==> src/rtl/fifo_rd_stream_adapter_if.sv <==
// FIFO read port plus valid/ready output stream seen by the read-side adapter.
// The master is the adapter. The slave is the FIFO/consumer environment.
interface fifo_rd_stream_adapter_if #(
    parameter int DW = 8
);
    logic          fifo_empty;
    logic          fifo_underflow;
    logic [DW-1:0] fifo_dout;
    logic          fifo_rd;
    logic          m_valid;
    logic          m_ready;
    logic [DW-1:0] m_data;
    logic          m_last;

    modport master (
        input  fifo_empty, fifo_underflow, fifo_dout, m_ready,
        output fifo_rd, m_valid, m_data, m_last
    );

    modport slave (
        output fifo_empty, fifo_underflow, fifo_dout, m_ready,
        input  fifo_rd, m_valid, m_data, m_last
    );
endinterface

==> src/rtl/fifo_rd_stream_adapter.sv <==
// Read-side FIFO controller.
// It issues rd pulses only when a word can be absorbed.
// A 2-entry skid buffer hides the FIFO's registered dout latency.
// Buffered words are presented as a valid/ready stream with a burst-last marker.
module fifo_rd_stream_adapter #(
    parameter int DW        = 8,
    parameter int BURST_LEN = 4,
    parameter int CNT_W     = 16
) (
    input  logic                clk,
    input  logic                rst,
    input  logic                i_en,
    fifo_rd_stream_adapter_if.master bus,
    output logic [CNT_W-1:0]    o_word_cnt,
    output logic                o_busy,
    output logic                o_err_underflow
);
    localparam int BW = (BURST_LEN > 1) ? $clog2(BURST_LEN) : 1;

    typedef enum logic [1:0] {IDLE, RUN, DRAIN} state_t;

    state_t           r_state, w_state_nxt;
    logic [1:0]       r_occ;
    logic             r_pend;
    logic [BW-1:0]    r_beat;
    logic [DW-1:0]    r_data0, r_data1;
    logic             r_last0, r_last1;
    logic [CNT_W-1:0] r_word_cnt;
    logic             r_err;

    logic             w_pop;
    logic             w_push;
    logic             w_busy;
    logic             w_rd;
    logic             w_last_in;
    logic [2:0]       w_level;

    // Handshake, room check and burst-last decode for the word being pushed.
    always_comb begin
        w_pop     = (r_occ != 2'd0) & bus.m_ready;
        w_push    = r_pend;
        w_busy    = r_pend | (r_occ != 2'd0);
        // Occupancy after this cycle, counting the word already in flight.
        w_level   = {1'b0, r_occ} + {2'b00, r_pend} - {2'b00, w_pop};
        w_rd      = (r_state == RUN) & ~bus.fifo_empty & (w_level < 3'd2);
        w_last_in = (r_beat == BW'(BURST_LEN - 1));
    end

    // Mode state register.
    always_ff @(posedge clk) begin
        if (rst) r_state <= IDLE;
        else     r_state <= w_state_nxt;
    end

    // Mode transitions: reads only in RUN, and DRAIN lets in-flight words finish.
    always_comb begin
        w_state_nxt = r_state;
        case (r_state)
            IDLE:    if (i_en) w_state_nxt = RUN;
            RUN:     if (!i_en) w_state_nxt = w_busy ? DRAIN : IDLE;
            DRAIN: begin
                if (i_en)        w_state_nxt = RUN;
                else if (!w_busy) w_state_nxt = IDLE;
            end
            default: w_state_nxt = IDLE;
        endcase
    end

    // Track the outstanding read, whose data arrives on fifo_dout next cycle.
    always_ff @(posedge clk) begin
        if (rst) r_pend <= 1'b0;
        else     r_pend <= w_rd;
    end

    // Skid buffer: entry 0 is the head. Pushes land at the tail, and a pop shifts entry 1 down.
    always_ff @(posedge clk) begin
        if (rst) begin
            r_occ   <= 2'd0;
            r_data0 <= '0;
            r_data1 <= '0;
            r_last0 <= 1'b0;
            r_last1 <= 1'b0;
        end else begin
            case ({w_push, w_pop})
                2'b10: begin
                    if (r_occ == 2'd0) begin
                        r_data0 <= bus.fifo_dout;
                        r_last0 <= w_last_in;
                    end else begin
                        r_data1 <= bus.fifo_dout;
                        r_last1 <= w_last_in;
                    end
                end
                2'b01: begin
                    r_data0 <= r_data1;
                    r_last0 <= r_last1;
                end
                2'b11: begin
                    if (r_occ == 2'd1) begin
                        r_data0 <= bus.fifo_dout;
                        r_last0 <= w_last_in;
                    end else begin
                        r_data0 <= r_data1;
                        r_last0 <= r_last1;
                        r_data1 <= bus.fifo_dout;
                        r_last1 <= w_last_in;
                    end
                end
                default: ;
            endcase
            r_occ <= r_occ + {1'b0, w_push} - {1'b0, w_pop};
        end
    end

    // Burst position advances per pushed word, not per pop, so en gaps never shift it.
    always_ff @(posedge clk) begin
        if (rst)         r_beat <= '0;
        else if (w_push) r_beat <= w_last_in ? '0 : r_beat + 1'b1;
    end

    // Delivered-word counter, which wraps naturally.
    always_ff @(posedge clk) begin
        if (rst)        r_word_cnt <= '0;
        else if (w_pop) r_word_cnt <= r_word_cnt + 1'b1;
    end

    // Sticky underflow flag, cleared only by reset.
    always_ff @(posedge clk) begin
        if (rst)                     r_err <= 1'b0;
        else if (bus.fifo_underflow) r_err <= 1'b1;
    end

    assign bus.fifo_rd      = w_rd;
    assign bus.m_valid      = (r_occ != 2'd0);
    assign bus.m_data       = r_data0;
    assign bus.m_last       = r_last0;
    assign o_word_cnt       = r_word_cnt;
    assign o_busy           = w_busy;
    assign o_err_underflow  = r_err;

    // A push into a full buffer without a same-cycle pop would lose a word.
    a_no_overflow: assert property (@(posedge clk) disable iff (rst)
        !(r_pend && !w_pop && (r_occ == 2'd2)));
    a_occ_range: assert property (@(posedge clk) disable iff (rst) r_occ != 2'd3);
endmodule

==> src/flat_wrapper.sv <==
// flat-port wrapper written by rule: the top's interface ports become plain ports
module fifo_rd_stream_adapter_flat 
#(
    parameter int DW        = 8,
    parameter int BURST_LEN = 4,
    parameter int CNT_W     = 16
)
  (clk, rst, i_en, o_word_cnt, o_busy, o_err_underflow, bus_fifo_empty, bus_fifo_underflow, bus_fifo_dout, bus_m_ready, bus_fifo_rd, bus_m_valid, bus_m_data, bus_m_last);
  fifo_rd_stream_adapter_if #(.DW(DW)) bus_i ();
  input  logic clk;
  input  logic rst;
  input  logic i_en;
  output logic [CNT_W-1:0] o_word_cnt;
  output logic o_busy;
  output logic o_err_underflow;
  input wire logic [$bits(bus_i.fifo_empty)-1:0] bus_fifo_empty;
  input wire logic [$bits(bus_i.fifo_underflow)-1:0] bus_fifo_underflow;
  input wire logic [$bits(bus_i.fifo_dout)-1:0] bus_fifo_dout;
  input wire logic [$bits(bus_i.m_ready)-1:0] bus_m_ready;
  output wire logic [$bits(bus_i.fifo_rd)-1:0] bus_fifo_rd;
  output wire logic [$bits(bus_i.m_valid)-1:0] bus_m_valid;
  output wire logic [$bits(bus_i.m_data)-1:0] bus_m_data;
  output wire logic [$bits(bus_i.m_last)-1:0] bus_m_last;
  assign bus_i.fifo_empty = bus_fifo_empty;
  assign bus_i.fifo_underflow = bus_fifo_underflow;
  assign bus_i.fifo_dout = bus_fifo_dout;
  assign bus_i.m_ready = bus_m_ready;
  assign bus_fifo_rd = bus_i.fifo_rd;
  assign bus_m_valid = bus_i.m_valid;
  assign bus_m_data = bus_i.m_data;
  assign bus_m_last = bus_i.m_last;
  fifo_rd_stream_adapter #(.DW(DW), .BURST_LEN(BURST_LEN), .CNT_W(CNT_W)) u_core (.clk(clk), .rst(rst), .i_en(i_en), .bus(bus_i), .o_word_cnt(o_word_cnt), .o_busy(o_busy), .o_err_underflow(o_err_underflow));
endmodule
==> config.mk <==
export PLATFORM = sky130hd
export DESIGN_NAME = fifo_rd_stream_adapter_flat
export DESIGN_NICKNAME = d
export VERILOG_FILES = /design/src/rtl/fifo_rd_stream_adapter_if.sv /design/src/rtl/fifo_rd_stream_adapter.sv /design/src/flat_wrapper.sv
export SDC_FILE = /design/constraint.sdc
export NUM_CORES = 1
export LEC_CHECK = 0
export ABC_AREA = 1
export CAP_MARGIN = 10
export CORE_MARGIN = 3
export CORE_UTILIZATION = 38
export CTS_CLUSTER_SIZE = 24
export DETAILED_ROUTE_END_ITERATION = 10
export SETUP_SLACK_MARGIN = 0.02
export SYNTH_ARGS = -nofsm -noshare
export SYNTH_HDL_FRONTEND = slang
export SYNTH_SLANG_ARGS = --single-unit
==> constraint.sdc <==
create_clock -name clk -period 3 [get_ports clk]
set_clock_uncertainty 0.2 [all_clocks]
set_input_delay 0.45 -clock clk [delete_from_list [all_inputs] [get_ports clk]]
set_output_delay 0.45 -clock clk [all_outputs]
set_load 0.005 [all_outputs]
# --- After elaboration in Yosys (flattened, before gate mapping) ---
# Index checks and enable logic that the tools add are counted.
totals:
  out_inout_bits: 29
  latch_bits: 0
  ram_bits: 0
  mem_bits_ro: 0
  wordCells: 62
  n_memories: 0
  ff_bits: 42
op_classes:
  n_bitwise: 5
  order_cmp: 1
  n_div: 0
  eq_ne: 13
  shifts: 0
  addsub: 6
  reduce_logical: 8
  n_mul: 0
  n_mux: 19
ops:
  columns: ["cell", "n"]
  rows:
  - ["$mux 8", 4]
  - ["$pmux 8 s3", 1]
  - ["$add 16x1->16 const B", 1]
  - ["$pmux 8 s2", 1]
  - ["$mux 2", 6]
  - ["$eq 2x2->1 const B", 4]
  - ["$ne 2x2->1 const B", 4]
  - ["$eq 2x1->1 const B", 3]
  - ["$pmux 2 s3", 1]
  - ["$reduce_and 3->1", 2]
  - ["$logic_not 2->1", 2]
  - ["$mux 1", 4]
  - ["$reduce_bool 2->1", 2]
  - ["$add 2x1->3", 1]
  - ["$and 1x1->1", 3]
  - ["$lt 3x2->1 const B", 1]
  - ["$ne 3x3->1 const B", 1]
  - ["$pmux 1 s3", 1]
  - ["$reduce_bool 3->1", 1]
  - ["$sub 3x1->3", 1]
  - ["$add 2x1->2", 1]
  - ["$add 2x1->2 const B", 1]
  - ["$ne 2x1->1 const B", 1]
  - ["$pmux 1 s2", 1]
  - ["4 further kinds", 4]

# --- Depth between registers and ports, before layout ---
logic_depth:
  word_depth: 5
  depth_mapped: 10

# --- Least setup slack after synthesis ---
# Ideal clock, no wire load.
synth_path:
  kind: "input to output"
  startpoint: "input bus_m_ready"
  endpoint: "output bus_fifo_rd"
  t_arrival_ns: 1.864
  required_time_ns: 2.350
  stages: 10
  path_buffers: 1
  setup_slack_ns: 0.486
  path_cell_list: "inv_1 nor2_8 buf_4 nand2_1 nand2_1 ha_1 fa_1 nor2_1 nand2_1 nor2_1"
synth_via:
  elab_chain_len: 4
synth_rtl:
  columns: ["item", "line", "text"]
  rows:
  - ["start, declared", "flat_wrapper.sv:19", "input wire logic [$bits(bus_i.m_ready)-1:0] bus_m_ready;"]
  - ["$and 1x1->1", "fifo_rd_stream_adapter.sv:40", "w_pop = (r_occ != 2'd0) & bus.m_ready;"]
  - ["$sub 3x1->3", "fifo_rd_stream_adapter.sv:44", "w_level = {1'b0, r_occ} + {2'b00, r_pend} - {2'b00, w_pop};"]
  - ["named net u_core.w_level[1]", "fifo_rd_stream_adapter.sv:36", "logic [2:0] w_level;"]
  - ["$lt 3x2->1", "fifo_rd_stream_adapter.sv:45", "w_rd = (r_state == RUN) & ~bus.fifo_empty & (w_level < 3'd2);"]
  - ["$and 1x1->1", "fifo_rd_stream_adapter.sv:45", null]
  - ["end, declared", "flat_wrapper.sv:20", "output wire logic [$bits(bus_i.fifo_rd)-1:0] bus_fifo_rd;"]
# The timed path passes the listed nets, and every way through them passes these cells.

# --- Worst setup path after layout ---
# Same ends and word-level chain as after synthesis.

==> impl_metrics.toml <==
[outcome]
status = "finished, final reports clean"

[sta]
hold_viol_final = 0
worstMarginPinSlew_ps = 617
drv_slew = 0
max_freq_ghz = 0.354
layout_setup_ws_ps = 178
max_slew_margin_pct = 58.8
min_period_ps = 2820
setup_viol = 0
period_share_pct = 94.1
rsz0062_at_grt = "false"
hold_slack_ps = 224

[cts]
cts_buffers = 5
cts_root_buf = "clkbuf_8"
numClockSinks = 42
clock_latency_ps = 290
htreeDepth = 2
cts_tree = "yes"
postCtsSetupRepairBufs = 0
clk_pin_slew_ps = 70
cts.path.max_buffers = 2

[logic_synthesis]
synth_top_area_cell = "dfxtp_1"
synth_area_leaders = "dfxtp_1, nand2_1, nor2_1"
syn_avg_cell_area_um2 = 7.53
synth-seq-cells = 42
ys_types = 29
syn_inst = 250
syn-num-nets = 268
yosysWarnings = 0
synth_area_um2 = 1880
synth-seq-area-share_pct = 44.7
synth_top_area_share_pct = 44.7

[power]
leakage_nw = 0.977
p_int_mw = 0.910
clock_power_share_pct = 29.2
switching_power_mw = 0.371
seq_power_share_pct = 47.8
switching_share_pct = 29.0
vdd_ir_drop_max_uv = 209
finalPower_mw = 1.28
powerDensity_nw_per_um2 = 517
comb_power_share_pct = 23.0

[placed_design]
placement.io_buffers = 42
finalWeightedCongestion = 0.744
dpl.hpwl_um = 2800
place_ws_ps = -252

[final_layout]
area_growth_pct = 31.6
drive_gt1_share_pct = 7.69
n_antenna_cell = 0
nFillCells = 470
fin_nets = 316

[grt]
grt.total_usage_pct = 15.4
grt_start_max_net_pins = 24
grt_first_pass_wirelength_um = 7320
antenna_found_initial = 0
grt_overflow = 0
grt_pass1_vias = 1634

[worst_setup_path]
crit_required_ps = 2350
criticalPathCategory = "primary input to output port"
start_kind = "primary input"
worstPathArrival_ps = 2170
cp-end-kind = "output port"
reg2reg_setup_slack_ps = 940
critPathMaxFanout = 2

[routing]
routedWlPerCell_um = 11.5
routed_wl_um = 4170
dr_wl_met3_um = 162
dr_wl_met2_um = 1840
drt_iter0_drc = 75
drtAntennaViolNets = 0
via_per_inst = 4.72
first_pass_iters = 4
dr.max_layer_used = "met4"
drc = 0
drt-met1-wl_um = 2100
num_vias = 1719

[floorplanning]
start_util_pct = 41.2
coreArea_um2 = 4560
die_area_um2 = 5830
fp.dieH_um = 76.4
rows = 24
fp.dieW_um = 76.4
boundaryPins = 43

[flow_run]
max_cap_violations = 0

[min_path]
hold_path_class = "register to register"
## kinds of logic after synthesis
| group | synth area share, % |
|---|---|
| adders and majority gates | 3.06 |
| and+or+nand+nor | 25.4 |
| DFF | 44.7 |
| xor gates and xnor gates | 2.33 |
| buffers and inverters | 8.24 |
| AOI/OAI and AO/OA | 16.3 |
## worst paths after layout
path                      from                end  depth (start not counted)
max                bus_m_ready        bus_fifo_rd                         11
min          u_core.r_state[1]  u_core.r_state[0]                          1
max reg2reg    u_core.r_occ[0]      u_core.r_pend                         10
min reg2reg  u_core.r_state[1]  u_core.r_state[0]                          1
## critical path, stage by stage
cell             delay, ps
clkdlybuf4s50_1        480
inv_2                   70
nor2_8                 100
nand2_1                 60
nand2_1                 60
ha_1                   150
fa_1                   420
nor2_1                 100
nand2_1                 70
nor2_1                 100
clkbuf_2               120
## repair_timing
| item | in CTS | in global routing |
|---|---|---|
| endpoints found under the hold margin | 0 | 0 |
| cloned | 0 | 0 |
| gates resized for setup | 2 | 2 |
| hold buffers | 0 | 0 |
| setup endpoints to repair | 1 | 1 |
## routing by layer
layer	global-route usage, %	vias to the layer above
met5	0	-
met4	5.98	0
met3	4.14	8
li1	-	910
met2	24.7	35
met1	19.5	766
## cell usage after synthesis (all sizes together)
| cell type | count |
|---|---|
| ha | 3 |
| o21bai | 1 |
| nand3 | 11 |
| clkbuf | 5 |
| nand4 | 5 |
| fa | 1 |
| nor3 | 4 |
| inv | 31 |
| o211ai | 9 |
| o21ai | 14 |
| o21a | 1 |
| and3 | 1 |
| xnor2 | 1 |
| dfxtp | 42 |
| a21oi | 27 |
| a211oi | 1 |
| buf | 2 |
| nand2 | 45 |
| nor2 | 42 |
| xor2 | 4 |
## layout by cell type (no fill, tap or decap), types with 2 or more instances in the layout
| cell type | instances |
|---|---|
| a21oi_1 | 27 |
| buf_4 | 6 |
| clkbuf_8 | 6 |
| clkdlybuf4s50_1 | 41 |
| dfxtp_1 | 42 |
| ha_1 | 3 |
| inv_1 | 29 |
| inv_2 | 2 |
| nand2_1 | 42 |
| nand2_2 | 2 |
| nand3_1 | 11 |
| nand4_1 | 5 |
| nor2_1 | 39 |
| nor3_1 | 4 |
| o211ai_1 | 9 |
| o21ai_0 | 13 |
| xor2_1 | 4 |
## flip-flops by register name, summed over array words and instances (netlist names)
register and flops:
u_core.r_occ 2, u_core.r_last1 1, u_core.r_beat 2, u_core.r_state 2
u_core.bus.m_data 8, u_core.o_word_cnt 16, u_core.r_data1 8, u_core.bus.m_last 1
u_core.o_err_underflow 1, u_core.r_pend 1
## power by group through the flow
stage                     combinational (mW)  sequential [mW]  clock, mW
after floorplan                        0.175            0.625          0
after global placement                 0.301            0.625          0
after detailed placement               0.300            0.626          0
after CTS                              0.300            0.613      0.389
after global routing                   0.334            0.617      0.413
final                                  0.295            0.613      0.374
## per-stage QoR
step | std cells | util (%) | setup TNS (ps) | area [µm²]
global placement | 356 | 52.4 | -233 | 2390
global route | 364 | 54.2 | 0 | 2480
floorplan | 250 | - | 0 | 1880
CTS | 364 | 54.3 | 0 | 2480
detailed placement | 356 | 52.4 | -252 | 2390
finish | 364 | 54.2 | 0 | 2480
## cell type report
type,count,area (µm²),share of cell area (%)
Multi-Input combinational cell,170,886,35.8
Sequential cell,42,841,34.0
Timing Repair Buffer,48,460,18.6
Inverter,31,116,4.70
Clock buffer,7,86.3,3.49
Tap cell,65,81.3,3.28
Clock inverter,1,5.00,0.202
Power figures use the tool's default switching activity.
==> variant: new RTL, same flow settings <==
Reset style: asynchronous (`rst`), changed in 6 clocked blocks.
--- a/src/rtl/fifo_rd_stream_adapter.sv
+++ b/src/rtl/fifo_rd_stream_adapter.sv
@@ -48,5 +48,5 @@
 
     // Mode state register.
-    always_ff @(posedge clk) begin
+    always_ff @(posedge clk or posedge rst) begin
         if (rst) r_state <= IDLE;
         else     r_state <= w_state_nxt;
@@ -68,5 +68,5 @@
 
     // Track the outstanding read, whose data arrives on fifo_dout next cycle.
-    always_ff @(posedge clk) begin
+    always_ff @(posedge clk or posedge rst) begin
         if (rst) r_pend <= 1'b0;
         else     r_pend <= w_rd;
@@ -74,5 +74,5 @@
 
     // Skid buffer: entry 0 is the head. Pushes land at the tail, and a pop shifts entry 1 down.
-    always_ff @(posedge clk) begin
+    always_ff @(posedge clk or posedge rst) begin
         if (rst) begin
             r_occ   <= 2'd0;
@@ -114,5 +114,5 @@
 
     // Burst position advances per pushed word, not per pop, so en gaps never shift it.
-    always_ff @(posedge clk) begin
+    always_ff @(posedge clk or posedge rst) begin
         if (rst)         r_beat <= '0;
         else if (w_push) r_beat <= w_last_in ? '0 : r_beat + 1'b1;
@@ -120,5 +120,5 @@
 
     // Delivered-word counter, which wraps naturally.
-    always_ff @(posedge clk) begin
+    always_ff @(posedge clk or posedge rst) begin
         if (rst)        r_word_cnt <= '0;
         else if (w_pop) r_word_cnt <= r_word_cnt + 1'b1;
@@ -126,5 +126,5 @@
 
     // Sticky underflow flag, cleared only by reset.
-    always_ff @(posedge clk) begin
+    always_ff @(posedge clk or posedge rst) begin
         if (rst)                     r_err <= 1'b0;
         else if (bus.fifo_underflow) r_err <= 1'b1;
Check against the original RTL: differs if rst is asserted again (counterexample within 4 cycles, from zero or initial values and one cycle with rst high); with rst held inactive, the same outputs for 10 cycles.
==> variant against the unedited design <==
- non-clock buffer count grew 6
- count of clock-buffer cells in the layout is the same
- critical path depth shrank 3
- cell area grew 18%
- synthesized area grew 19%
- sequential share of layout area grew 2.1 points
- wire length grew 21%
- sequential cell count is the same
- via count grew 16%
- fmax shrank 2.0%
- die area grew 17%
- worst setup slack lost 0.056 ns
- critical endpoint unchanged
- largest cell class unchanged
Power is not compared: it rests on default switching activity, and its combinational part moved more than twofold at a synthesized area within 25%.
==> variant: results (changes against the unedited design) <==
| Metric | Value |
|---|---|
| Ys async rst share | `100.0% (+100 points)` |
| Max-slew headroom | `64.83% (+6.0 points)` |
| Hold wc startpoint | `u_core.o_err_underflow$_DFFE_PP0P_` |
| Wl on met1 | `2345 um (+12%)` |
| CTS clk-pin slew, worst paths | `0.08 ns` |
| Crit-path slowest cell | `fa_1` |
| Synth Flop Type | `dfrtp_1` |
| Net count after synthesis | `304 (+13%)` |
| FILL cells | `556 (+18%)` |
| Hold Path Sink | `u_core.o_err_underflow$_DFFE_PP0P_` |
| Total GRT Usage | `16.99% (+1.6 points)` |
| Final std cells w/o fill | `416 (+14%)` |
| Post-detail-place hpwl | `3596 um (+28%)` |
| Status | `finished clean` |
| Unique cell type count in the Yosys netlist | `27 (-6.9%)` |
| Final nets | `361 (+14%)` |
| Peak fanout along the critical path | `3 (+1)` |
| Largest net degree at the start of global routing | `43 (+79%)` |
| Seq/Total Area, Yosys | `46.93% (+2.2 points)` |
| Initial antenna violation count | `0 (unchanged)` |
| R2r setup slk | `0.83 ns (-0.11 ns)` |
| First-pass GRT wire length | `8735 um (+19%)` |
| 1st-iter DRT viols | `96 (+28%)` |
| FF-to-FF Start | `u_core.r_occ[1]$_DFF_PP0_` |
| Vias in the first global route | `1894 (+16%)` |
| Routability cong. | `0.7999 (+7.5%)` |
| Met3 routed WL | `239 um (+48%)` |
| Crit start category | `flop` |
| Critical R2R Capture | `u_core.r_pend$_DFF_PP0_` |
| Leading post-synthesis cells by cell area | `dfrtp_1, nand2_1, nand3_1` |
| Reg2Reg Depth | `8 (-2)` |
| Avg WL per Cell | `12.17 um (+6.2%)` |
| Data arrival time of the worst path | `2.23 ns (+0.06 ns)` |
==> variant: cell types whose count changed in the layout (fill, tap and decap cells not counted), moves of 8 or more <==
cell,delta
a21oi_1,-26
dfrtp_1,+42
dfxtp_1,-42
nand2_1,+55
nand3_1,+20
nor2_1,-21
o211ai_1,-9
or2_0,+8
==> variant: what timing repair did <==
action | 4_1_cts | 5_1_grt
pin swaps | 1 | 3
setup endpoints to repair | 1 | 1
gates resized for setup | 4 | 6
buffers inserted | 0 | 1
endpoints found under the hold margin | 0 | 0
cloned | 0 | 0
==> variant: final cells by class <==
class                      instances  area (sq um)  area share, %
clock buffer                       7         86.33          2.959
tap                               72         90.09          3.087
multi-input combinational        206          1054          36.11
sequential                        42          1051          36.02
timing repair buffer              54         504.2          17.28
clock inverter                     1         5.005         0.1715
inverter                          34         127.6          4.374
==> variant: where the power goes <==
part	switching, mW	total (mW)	internal (mW)
combinational	0.558	1.08	0.524
sequential	0.146	0.896	0.749
clock	0.189	0.375	0.186
==> variant: worst max-delay path by stage <==
stage	depth (start not counted)	endpoint	slack, ns
after floorplan	8	bus_fifo_rd	0.35
after global placement	9	bus_fifo_rd	-0.45
after detailed placement	9	bus_fifo_rd	-0.52
after CTS	8	bus_fifo_rd	0.03
after global routing	8	bus_fifo_rd	-0.02
final	8	bus_fifo_rd	0.12
==> variant: cells by family (layout without fill, tap and decap cells) <==
| logic type | count (synthesis) | in the layout | synth area share, % |
|---|---|---|---|
| and+or+nand+nor | 178 | 178 | 36.70 |
| DFF | 42 | 42 | 46.93 |
| buffers and inverters | 38 | 96 | 6.648 |
| AOI/OAI and AO/OA | 16 | 16 | 4.023 |
| xor gates and xnor gates | 8 | 8 | 3.129 |
| adders and majority gates | 4 | 4 | 2.570 |
==> variant: layer usage <==
metal  GRT usage [%]  vias up
met1           21.78      931
met3           4.212        7
li1                -     1015
met2           28.53       44
met5               0        -
met4           4.575        0
==> variant: per-stage QoR <==
stage	area, sq um	power, mW
final	2918	2.352
after global routing	2918	2.585
after CTS	2907	2.376
after detailed placement	2811	1.980
after global placement	2811	1.956
after floorplan	2240	1.493
==> variant: critical path, delay by kind of cell (launching register included) <==
family | cells | cell delay, ns
simple gates | 5 | 0.67
fa+ha+maj | 2 | 0.66
flops | 1 | 0.43
buf+inv | 1 | 0.17
